$ cat src/rtl/ex_operand_stage.sv
// ============================================================================
// ex_operand_stage : ID/EX register feeding the ALU, with forwarding and
//                    load-use bubble insertion. Optional macro: EX_STALL_CNT_EN
// Revision: 1.0
// ============================================================================
`default_nettype none

module ex_operand_stage #(
   parameter int DATA_W = 32,
   parameter int REG_AW = 5,
   parameter int SEL_W  = 4
) (
   input  logic              clk,
   input  logic              rst_n,
   input  logic              in_valid,
   output logic              in_ready,
   input  logic [REG_AW-1:0] in_rs,
   input  logic [REG_AW-1:0] in_rt,
   input  logic [DATA_W-1:0] in_rs_data,
   input  logic [DATA_W-1:0] in_rt_data,
   input  logic [DATA_W-1:0] in_imm,
   input  logic              in_use_imm,
   input  logic [SEL_W-1:0]  in_sel,
   input  logic [REG_AW-1:0] in_rd,
   input  logic              in_wr,
   input  logic              flush,
   input  logic [REG_AW-1:0] ex_rd,
   input  logic              ex_wr,
   input  logic              ex_is_load,
   input  logic [DATA_W-1:0] ex_result,
   input  logic [REG_AW-1:0] wb_rd,
   input  logic              wb_wr,
   input  logic [DATA_W-1:0] wb_data,
   output logic              out_valid,
   input  logic              out_ready,
   output logic [DATA_W-1:0] Op1,
   output logic [DATA_W-1:0] Op2,
   output logic [SEL_W-1:0]  S_Op,
   output logic [REG_AW-1:0] out_rd,
   output logic              out_wr,
`ifdef EX_STALL_CNT_EN
   output logic [15:0]       stall_cnt,
`endif
   output logic              out_div0
);

   localparam logic [SEL_W-1:0] c_sel_nop = SEL_W'(7);
   localparam logic [SEL_W-1:0] c_sel_div = SEL_W'(3);

   logic              out_valid_q, out_valid_d;
   logic [DATA_W-1:0] op1_q, op1_d;
   logic [DATA_W-1:0] op2_q, op2_d;
   logic [SEL_W-1:0]  sop_q, sop_d;
   logic [REG_AW-1:0] rd_q, rd_d;
   logic              wr_q, wr_d;
   logic              div0_q, div0_d;

   logic              w_hazard;
   logic              w_slot_free;
   logic              w_in_ready;
   logic [DATA_W-1:0] w_rs_fwd;
   logic [DATA_W-1:0] w_rt_fwd;
   logic [DATA_W-1:0] w_op2;

   // EX result wins over WB; register 0 is hardwired and never forwarded.
   function automatic logic [DATA_W-1:0] fwd(
      input logic [REG_AW-1:0] addr,
      input logic [DATA_W-1:0] rf_data,
      input logic              e_wr,
      input logic              e_load,
      input logic [REG_AW-1:0] e_rd,
      input logic [DATA_W-1:0] e_res,
      input logic              w_wr,
      input logic [REG_AW-1:0] w_rd,
      input logic [DATA_W-1:0] w_dat
   );
      if (addr == '0)
         return rf_data;
      else if (e_wr && !e_load && (e_rd == addr))
         return e_res;
      else if (w_wr && (w_rd == addr))
         return w_dat;
      return rf_data;
   endfunction

   always_comb begin
      w_hazard = in_valid && ex_wr && ex_is_load && (ex_rd != '0) &&
                 ((ex_rd == in_rs) || ((ex_rd == in_rt) && !in_use_imm));
      w_slot_free = !out_valid_q || out_ready;
      w_in_ready  = flush || (w_slot_free && !w_hazard);
      w_rs_fwd = fwd(in_rs, in_rs_data, ex_wr, ex_is_load, ex_rd, ex_result,
                     wb_wr, wb_rd, wb_data);
      w_rt_fwd = fwd(in_rt, in_rt_data, ex_wr, ex_is_load, ex_rd, ex_result,
                     wb_wr, wb_rd, wb_data);
      w_op2 = in_use_imm ? in_imm : w_rt_fwd;
   end

   always_comb begin
      out_valid_d = out_valid_q;
      op1_d       = op1_q;
      op2_d       = op2_q;
      sop_d       = sop_q;
      rd_d        = rd_q;
      wr_d        = wr_q;
      div0_d      = div0_q;
      if (flush) begin
         out_valid_d = 1'b0;
         wr_d        = 1'b0;
         sop_d       = c_sel_nop;
         div0_d      = 1'b0;
      end else if (out_valid_q && !out_ready) begin
         // hold: everything frozen while downstream stalls
      end else if (w_hazard) begin
         out_valid_d = 1'b0;
         wr_d        = 1'b0;
         sop_d       = c_sel_nop;
         div0_d      = 1'b0;
      end else if (in_valid) begin
         out_valid_d = 1'b1;
         op1_d       = w_rs_fwd;
         op2_d       = w_op2;
         sop_d       = in_sel;
         rd_d        = in_rd;
         wr_d        = in_wr;
         div0_d      = (in_sel == c_sel_div) && (w_op2 == '0);
      end else begin
         out_valid_d = 1'b0;
      end
   end

   always_ff @(posedge clk or negedge rst_n) begin
      if (!rst_n) begin
         out_valid_q <= 1'b0;
         op1_q       <= '0;
         op2_q       <= '0;
         sop_q       <= c_sel_nop;
         rd_q        <= '0;
         wr_q        <= 1'b0;
         div0_q      <= 1'b0;
      end else begin
         out_valid_q <= out_valid_d;
         op1_q       <= op1_d;
         op2_q       <= op2_d;
         sop_q       <= sop_d;
         rd_q        <= rd_d;
         wr_q        <= wr_d;
         div0_q      <= div0_d;
      end
   end

`ifdef EX_STALL_CNT_EN
   logic [15:0] stall_cnt_q, stall_cnt_d;

   always_comb begin
      stall_cnt_d = stall_cnt_q;
      if (in_valid && !w_in_ready && !flush && (stall_cnt_q != 16'hFFFF))
         stall_cnt_d = stall_cnt_q + 16'd1;
   end

   always_ff @(posedge clk or negedge rst_n) begin
      if (!rst_n)
         stall_cnt_q <= '0;
      else
         stall_cnt_q <= stall_cnt_d;
   end

   assign stall_cnt = stall_cnt_q;
`endif

   assign in_ready  = w_in_ready;
   assign out_valid = out_valid_q;
   assign Op1       = op1_q;
   assign Op2       = op2_q;
   assign S_Op      = sop_q;
   assign out_rd    = rd_q;
   assign out_wr    = wr_q;
   assign out_div0  = div0_q;

endmodule

`default_nettype wire
$ cat config.mk
export PLATFORM = sky130hd
export DESIGN_NAME = ex_operand_stage
export DESIGN_NICKNAME = d
export VERILOG_FILES = /design/src/rtl/ex_operand_stage.sv
export SDC_FILE = /design/constraint.sdc
export NUM_CORES = 1
export LEC_CHECK = 0
export ABC_AREA = 1
export ABC_CLOCK_PERIOD_IN_PS = 1750
export CORE_MARGIN = 4
export CORE_UTILIZATION = 40
export DETAILED_ROUTE_END_ITERATION = 7
export PLACE_DENSITY = 0.81
export SLEW_MARGIN = 15
export SYNTH_ARGS = -nofsm -noshare
export SYNTH_HDL_FRONTEND = slang
export SYNTH_SLANG_ARGS = --single-unit
export TNS_END_PERCENT = 5
$ cat constraint.sdc
create_clock -name clk -period 1.75 [get_ports clk]
set_clock_uncertainty 0.15 [all_clocks]
set_input_delay 0.175 -clock clk [delete_from_list [all_inputs] [get_ports clk]]
set_output_delay 0.175 -clock clk [all_outputs]
set_load 0.01 [all_outputs]
==> flow_metrics.tcl, run 1 <==
set metrics [dict create \
    area_share_of_the_largest_cell_type_after_synthesis_pct 34.1 \
    post-route-cell-area_um2 9660 \
    htree_num_levels 3 \
    violations "setup timing" \
    max-clock-path-buffers 2 \
    power.total_uw 6370 \
    synth_compound_gate_area_share_pct 16.9 \
    post_synth_fa_ha_maj_area_fraction_pct 0 \
    finish.utilization_pct 75.0 \
    crit_required_ns 1.87 \
    setup_viol 33 \
    worst-setup-path-type "input pin to flop" \
    max-slew-margin-rel_pct 64.3 \
    edff_count_synth 0 \
    cpMaxStageDelayCell "sky130_fd_sc_hd__clkdlybuf4s15_1" \
    antenna_cells 0 \
    share_of_cell_area_taken_by_muxes_after_synthesis_pct 0 \
    synthToLayoutAreaGrowth_pct 80.5 \
    pin_count_of_the_biggest_net_entering_global_routing 65 \
    tritoncts.num_buffers 9 \
    synth_flop_cell "sky130_fd_sc_hd__dfrtp_1" \
    report.final.slew_viol_count 0 \
    worstHoldPathType "input pin to async pin" \
    peak_supply_drop_v 0.000485 \
    slew_of_the_pin_with_the_lowest_slew_margin_ns 0.535 \
    clock_power_share_pct 28.3 \
    cp_common_cell "sky130_fd_sc_hd__nand2_1" \
    yosys.area_share.simple_pct 34.1 \
    detail_route.vias_per_cell 5.15 \
    fin_worst_setup_slack_ns -0.126 \
    drc_errors 0 \
    run_status "complete, but fails checks" \
    timing.critical_path.cells "clkdlybuf4s15_1, inv_1, nand2_1, nand2_1, a21oi_2, nand4_1, buf_4, o41ai_4, o21ai_2, inv_2, clkbuf_16, o21ai_0, o21ai_1" \
    cp_max_fo 8 \
    setup_repair_after_global_routing_missed_its_margin "true" \
    top_level_pins 276 \
    netlist_area_um2 5350 \
    ys_types 39 \
    die_h_um 124 \
    reg2reg_depth 10 \
    path_buf_inv 5 \
    cpPeakStageDelay_ns 0.24 \
    cts_num_sinks 76 \
    synth_top_cells_by_area "sky130_fd_sc_hd__dfrtp_1, sky130_fd_sc_hd__nand2_1, sky130_fd_sc_hd__o21ai_0" \
    syn_area_per_cell_um2 6.19 \
    seq_area_frac_synth_pct 35.6 \
    num_vias 7138 \
    layout.nets 1407 \
    place.gp.congestion 0.921 \
    synth_top_cell_by_area "sky130_fd_sc_hd__dfrtp_1" \
    layout_cells_sized_above_1_pct 18.7 \
    setup.reg_to_reg.worst_slack_ns 0.06 \
    final.min_clock_period_ns 1.88 \
    dieArea_um2 15300 \
    die_w_um 124 \
    report.final.hold_viol_count 0 \
    wirelength_um 24300 \
    finalCritPeriodShare_pct 107 \
    syn-num-nets 1064 \
    place_area_um2 8850 \
    leakagePower_uw 0.00481 \
    dr.pass1.iters 7 \
    p_per_area_nw_per_um2 659 \
    timing.critical_path.from_type "input pin" \
    row_count 41 \
    ff_to_ff_start "out_valid" \
    post_synth_inst_count 865 \
    path_clk_slew_ns 0.06 \
    clock-root-buffer "sky130_fd_sc_hd__clkbuf_16" \
    timing.critical_path.arrival_ns 1.99 \
    comb_power_share_pct 37.2 \
    synth-warning-count 0 \
    clock_insertion_delay_at_the_later_pin_of_the_skew_report_ns 0.34 \
    tritoncts_clock_tree "done" \
    ys_ff_latch 76 \
    final_antenna_net_count 0 \
    synth_xor_area_share_pct 0.795 \
    post_drt_wl_per_cell_um 17.5 \
    drv.max_cap_violation_count 0 \
    grt_first_pass_wirelength_um 34800 \
    crit_path_end_kind "flop" \
    timing.hold.ws_ns 0.158 \
    grt_util_all_layers_pct 30.0 \
    worst_r2r_endpoint "out_div0" \
    combinational_family_with_the_most_area_after_synthesis "simple AND/OR/NAND/NOR gates" \
    number_of_antenna_violations_at_the_first_check_in_global_routing 0 \
    fillerInstances 966 \
    p_switching_uw 2030 \
    maxClockFrequency_mhz 533 \
    first_iter_violations 647 \
    detailedPlacementHpwl_um 18000 \
    first_global_vias 6882 \
    grt-ovfl-total 0 \
    synth_async_sr_flop_share_pct 100 \
    sequentialPowerShare_pct 34.5 \
    design.core.area_um2 12900 \
    switching_share_of_total_power_pct 31.9 \
    io_buffer_count 275 \
    cp_top_family "buffers and inverters" \
    start_util_pct 41.6 \
    intPower_uw 4340 \
]
==> what timing repair did <==
item,in CTS,in global routing
setup endpoints to repair,79,73
setup buffers,9,5
pin swaps,35,36
gates cloned,5,3
hold endpoints to repair,62,0
resized for setup,155,81
hold buffers,1,0
==> metrics by stage <==
| stage | setup slack (ns) | TNS [ns] | cells |
|---|---|---|---|
| after floorplan | -0.0602 | -0.208 | 865 |
| after global placement | -0.914 | -51.73 | 1350 |
| after detailed placement | -0.987 | -55.73 | 1350 |
| after CTS | -0.124 | -0.743 | 1379 |
| after global routing | -0.243 | -6.43 | 1385 |
| final | -0.126 | -2.12 | 1385 |
==> worst max path at each step <==
| stage | startpoint | endpoint | slack (ns) | depth (start not counted) |
|---|---|---|---|---|
| 6_report | in_rs[0] | Op1[29] | -0.13 | 13 |
| 3_3_place_gp | ex_rd[3] | out_div0 | -0.91 | 19 |
| 5_1_grt | in_rt[0] | out_div0 | -0.24 | 19 |
| 2_1_floorplan | ex_wr | out_div0 | -0.06 | 13 |
| 4_1_cts | ex_rd[1] | out_div0 | -0.12 | 19 |
| 3_5_place_dp | in_rt[0] | out_div0 | -0.99 | 17 |
==> flip-flops by register name, summed over array words and instances (netlist names) <==
name,count
S_Op,4
Op1,32
out_wr,1
out_div0,1
out_valid,1
out_rd,5
Op2,32
==> layout by cell type (no fill, tap or decap), types with 12 or more instances in the layout <==
cell / instances
sky130_fd_sc_hd__clkbuf_16: 12
sky130_fd_sc_hd__o21ai_0: 80
sky130_fd_sc_hd__nand3_2: 13
sky130_fd_sc_hd__buf_6: 13
sky130_fd_sc_hd__o21ai_1: 50
sky130_fd_sc_hd__nand2_1: 273
sky130_fd_sc_hd__inv_2: 14
sky130_fd_sc_hd__a31oi_1: 15
sky130_fd_sc_hd__nand2_2: 23
sky130_fd_sc_hd__dfrtp_1: 73
sky130_fd_sc_hd__nor2_1: 73
sky130_fd_sc_hd__nand3_1: 27
sky130_fd_sc_hd__buf_4: 83
sky130_fd_sc_hd__inv_1: 106
sky130_fd_sc_hd__nand4_1: 17
sky130_fd_sc_hd__clkdlybuf4s50_1: 247
==> logic make-up (layout without fill, tap and decap cells) <==
family	count (synthesis)	in the layout
flip-flops	76	76
AND/OR/NAND/NOR	444	444
AO/OA/AOI/OAI	170	170
buffers and inverters	171	519
XOR/XNOR	4	4
==> worst register-to-register path: stages, from the launching register on <==
cell,delay [ns]
sky130_fd_sc_hd__dfrtp_1,0.38
sky130_fd_sc_hd__nand2_1,0.08
sky130_fd_sc_hd__and3b_1,0.20
sky130_fd_sc_hd__nand2_4,0.11
sky130_fd_sc_hd__nor2_1,0.17
sky130_fd_sc_hd__nand4_1,0.12
sky130_fd_sc_hd__nor2_1,0.11
sky130_fd_sc_hd__nand2_1,0.06
sky130_fd_sc_hd__nor2_1,0.12
sky130_fd_sc_hd__nand3_1,0.08
sky130_fd_sc_hd__nand2_1,0.06
==> Yosys cell counts, types with 2 or more instances <==
library cell / instances
sky130_fd_sc_hd__a31oi_1: 15
sky130_fd_sc_hd__nand2_2: 2
sky130_fd_sc_hd__a21oi_1: 5
sky130_fd_sc_hd__buf_6: 3
sky130_fd_sc_hd__nor2_1: 78
sky130_fd_sc_hd__clkbuf_1: 35
sky130_fd_sc_hd__buf_2: 5
sky130_fd_sc_hd__inv_2: 4
sky130_fd_sc_hd__dfrtp_1: 73
sky130_fd_sc_hd__dfstp_2: 3
sky130_fd_sc_hd__buf_1: 3
sky130_fd_sc_hd__nor2_2: 2
sky130_fd_sc_hd__nand4_1: 17
sky130_fd_sc_hd__xnor2_1: 2
sky130_fd_sc_hd__nand2_1: 296
sky130_fd_sc_hd__o21ai_1: 10
sky130_fd_sc_hd__a22o_1: 2
sky130_fd_sc_hd__clkinv_1: 2
sky130_fd_sc_hd__inv_1: 118
sky130_fd_sc_hd__o21ai_0: 130
sky130_fd_sc_hd__nand3_1: 40
sky130_fd_sc_hd__o22ai_1: 3
==> power by group through the flow <==
stage	Clock, uW	Combinational (uW)	Sequential, uW
6_report	1800	2370	2200
5_1_grt	1910	2550	2230
4_1_cts	1820	2310	2200
3_5_place_dp	0	2220	2220
3_3_place_gp	0	2190	2210
2_1_floorplan	0	637	2340
==> metal layers <==
| layer | vias to the layer above | track usage [%] | routed length, um |
|---|---|---|---|
| met5 | - | 0 | 0 |
| met4 | 0 | 12.7 | 875 |
| met2 | 352 | 54.0 | 12300 |
| met3 | 67 | 8.63 | 2290 |
| met1 | 3289 | 32.8 | 8800 |
| li1 | 3430 | - | - |
==> layout make-up <==
cell class / instances / area (um2) / area share (%)
clock buffers: 9 / 225 / 2.33
clock inverters: 7 / 57.6 / 0.596
inverters: 124 / 470 / 4.87
multi-input cells: 618 / 3040 / 31.4
flip-flops and latches: 76 / 1910 / 19.7
well taps: 172 / 215 / 2.23
repair buffers: 379 / 3750 / 38.8
No activity file was read; power rests on OpenSTA's default activity.
==> inputs of run 2 (changes only) <==
Settings changed: CAP_MARGIN from default to 15, GPL_TIMING_DRIVEN from default to 0.
==> flow_metrics.tcl, run 2 (synthesized netlist as in run 1, its figures left out) <==
set metrics [dict create \
    violations "setup timing" \
    row_count 41 \
    layout_cells_sized_above_1_pct 21.0 \
    use_met3_pct 7.81 \
    worst-setup-path-type "input pin to flop" \
    crit_path_end_kind "flop" \
    place.gp.congestion 0.953 \
    worstHoldPathType "input pin to async pin" \
    first_global_vias 7077 \
    run_status "complete, but fails checks" \
    p_per_area_nw_per_um2 683 \
    path_buf_inv 4 \
    ff_to_ff_start "out_valid" \
    tritoncts_clock_tree "done" \
    grt_util_met2_pct 54.1 \
    layout.cells.most_common_list "sky130_fd_sc_hd__nand2_1, sky130_fd_sc_hd__clkdlybuf4s50_1, sky130_fd_sc_hd__inv_1" \
    io_buffer_count 274 \
    report.final.hold_viol_count 0 \
    num_vias 7362 \
    number_of_antenna_violations_at_the_first_check_in_global_routing 0 \
    pin_count_of_the_biggest_net_entering_global_routing 51 \
    worst_r2r_endpoint "out_div0" \
    cp_max_fo 5 \
    peak_supply_drop_v 0.000487 \
    cts_num_sinks 76 \
    cpPeakStageDelay_ns 0.19 \
    first_iter_violations 647 \
    post_drt_wl_per_cell_um 18.9 \
    clock_insertion_delay_at_the_later_pin_of_the_skew_report_ns 0.34 \
    detailedPlacementHpwl_um 18800 \
    crit_required_ns 1.88 \
    final.min_clock_period_ns 1.92 \
    maxClockFrequency_mhz 520 \
    slew_of_the_pin_with_the_lowest_slew_margin_ns 0.769 \
    cpMaxStageDelayCell "sky130_fd_sc_hd__nor2_1" \
    wirelength_um 25900 \
    setup.reg_to_reg.worst_slack_ns -0.03 \
    die_w_um 124 \
    leakagePower_uw 0.00476 \
    tritoncts.num_buffers 9 \
    grt_first_pass_wirelength_um 37500 \
    finalCritPeriodShare_pct 110 \
    design.core.area_um2 12900 \
    timing.critical_path.arrival_ns 2.06 \
    synthToLayoutAreaGrowth_pct 82.3 \
    start_util_pct 41.6 \
    detail_route.vias_per_cell 5.37 \
    placed_cells_incl_taps 1312 \
    antenna_cells 0 \
    timing.critical_path.cells "buf_2, nand2_1, o21ai_0, nor2_1, nand3_2, buf_6, a21oi_4, buf_6, nand2_2, nand3_2, nand2_1, inv_2, nand2_2, nor2_2, nand2_1, nor2_1, nand3_1, nand2_1" \
    fin_worst_setup_slack_ns -0.171 \
    grt_util_all_layers_pct 32.3 \
    report.final.slew_viol_count 0 \
    place_area_um2 8340 \
    timing.critical_path.from_type "input pin" \
    setup_repair_after_global_routing_missed_its_margin "true" \
    top_level_pins 276 \
    final_cells 1370 \
    drc_errors 0 \
    layout.nets 1392 \
    dieArea_um2 15300 \
    globalRoute.busiestLayer "met2" \
    die_h_um 124 \
    reg2reg_depth 10 \
    post-route-cell-area_um2 9760 \
    final_antenna_net_count 0 \
    max-clock-path-buffers 2 \
    cp_top_family "simple AND/OR/NAND/NOR gates" \
    clock-root-buffer "sky130_fd_sc_hd__clkbuf_16" \
    power.total_uw 6660 \
    groute.layer.met1.usage_pct 39.2 \
    layout_commonest_cell "sky130_fd_sc_hd__nand2_1" \
    htree_num_levels 3 \
    cp_common_cell "sky130_fd_sc_hd__nand2_1" \
    path_clk_slew_ns 0.07 \
    setup_viol 34 \
    drv.max_cap_violation_count 0 \
    grt-ovfl-total 0 \
    max-slew-margin-rel_pct 48.7 \
    finish.utilization_pct 75.8 \
    dr.pass1.iters 5 \
]
==> run 2: cell types whose count changed in the layout (fill, tap and decap cells not counted), moves of 8 or more <==
cell,change
sky130_fd_sc_hd__buf_8,+9
sky130_fd_sc_hd__buf_4,-56
sky130_fd_sc_hd__nand2_4,+10
sky130_fd_sc_hd__clkbuf_2,+12
sky130_fd_sc_hd__nand2_1,-13
sky130_fd_sc_hd__nor2_1,-9
sky130_fd_sc_hd__nor2_2,+9
sky130_fd_sc_hd__nand3_1,-9
sky130_fd_sc_hd__nand3_2,+8
==> run 2: final cells by class <==
cell class	count	area [um2]
inverter	124	498
sequential	76	1910
timing repair buffer	315	3160
clock inverter	7	100
multi-input combinational	620	3260
fill	960	3120
tap	172	215
clock buffer	9	225
buffer	47	394
==> run 2: power by group <==
part           internal [uW]  total [uW]  switching, uW
logic                   1280        2370           1090
clock network           1260        2100            838
registers               2040        2200            161
==> run 2: timing repair <==
action                     CTS  global route
setup endpoints to repair   77            69
hold buffers                 1             0
setup buffers               21            10
gates cloned                10             0
hold endpoints to repair    62             0
pin swaps                   48            43
resized for setup          295           118
==> run 2: worst max-delay path by stage <==
| stage | start | end | slack (ns) | cells past startpoint |
|---|---|---|---|---|
| finish | wb_rd[2] | out_div0 | -0.17 | 18 |
| global route | in_rt[3] | out_div0 | -0.27 | 17 |
| CTS | ex_rd[1] | out_div0 | -0.12 | 19 |
| detailed placement | in_rt[0] | Op1[28] | -1.44 | 15 |
| global placement | rst_n | out_rd[0] | -2.42 | 1 |
| floorplan | ex_wr | out_div0 | -0.06 | 13 |
==> run 2: per-stage QoR <==
stage	TNS (ns)	worst slack, ns	hold slack (ns)
final	-1.45	-0.171	0.148
after global routing	-3.88	-0.265	0.180
after CTS	-0.122	-0.116	0.167
after detailed placement	-102.41	-1.44	-0.0242
after global placement	-281.47	-2.42	0.312
after floorplan	-0.208	-0.0602	-0.271
==> run 2: routing by layer <==
layer | wire length [um] | part of all wire, %
met4 | 1200 | 4.6
met5 | 0 | 0
met2 | 12400 | 48
met3 | 2730 | 11
met1 | 9610 | 37
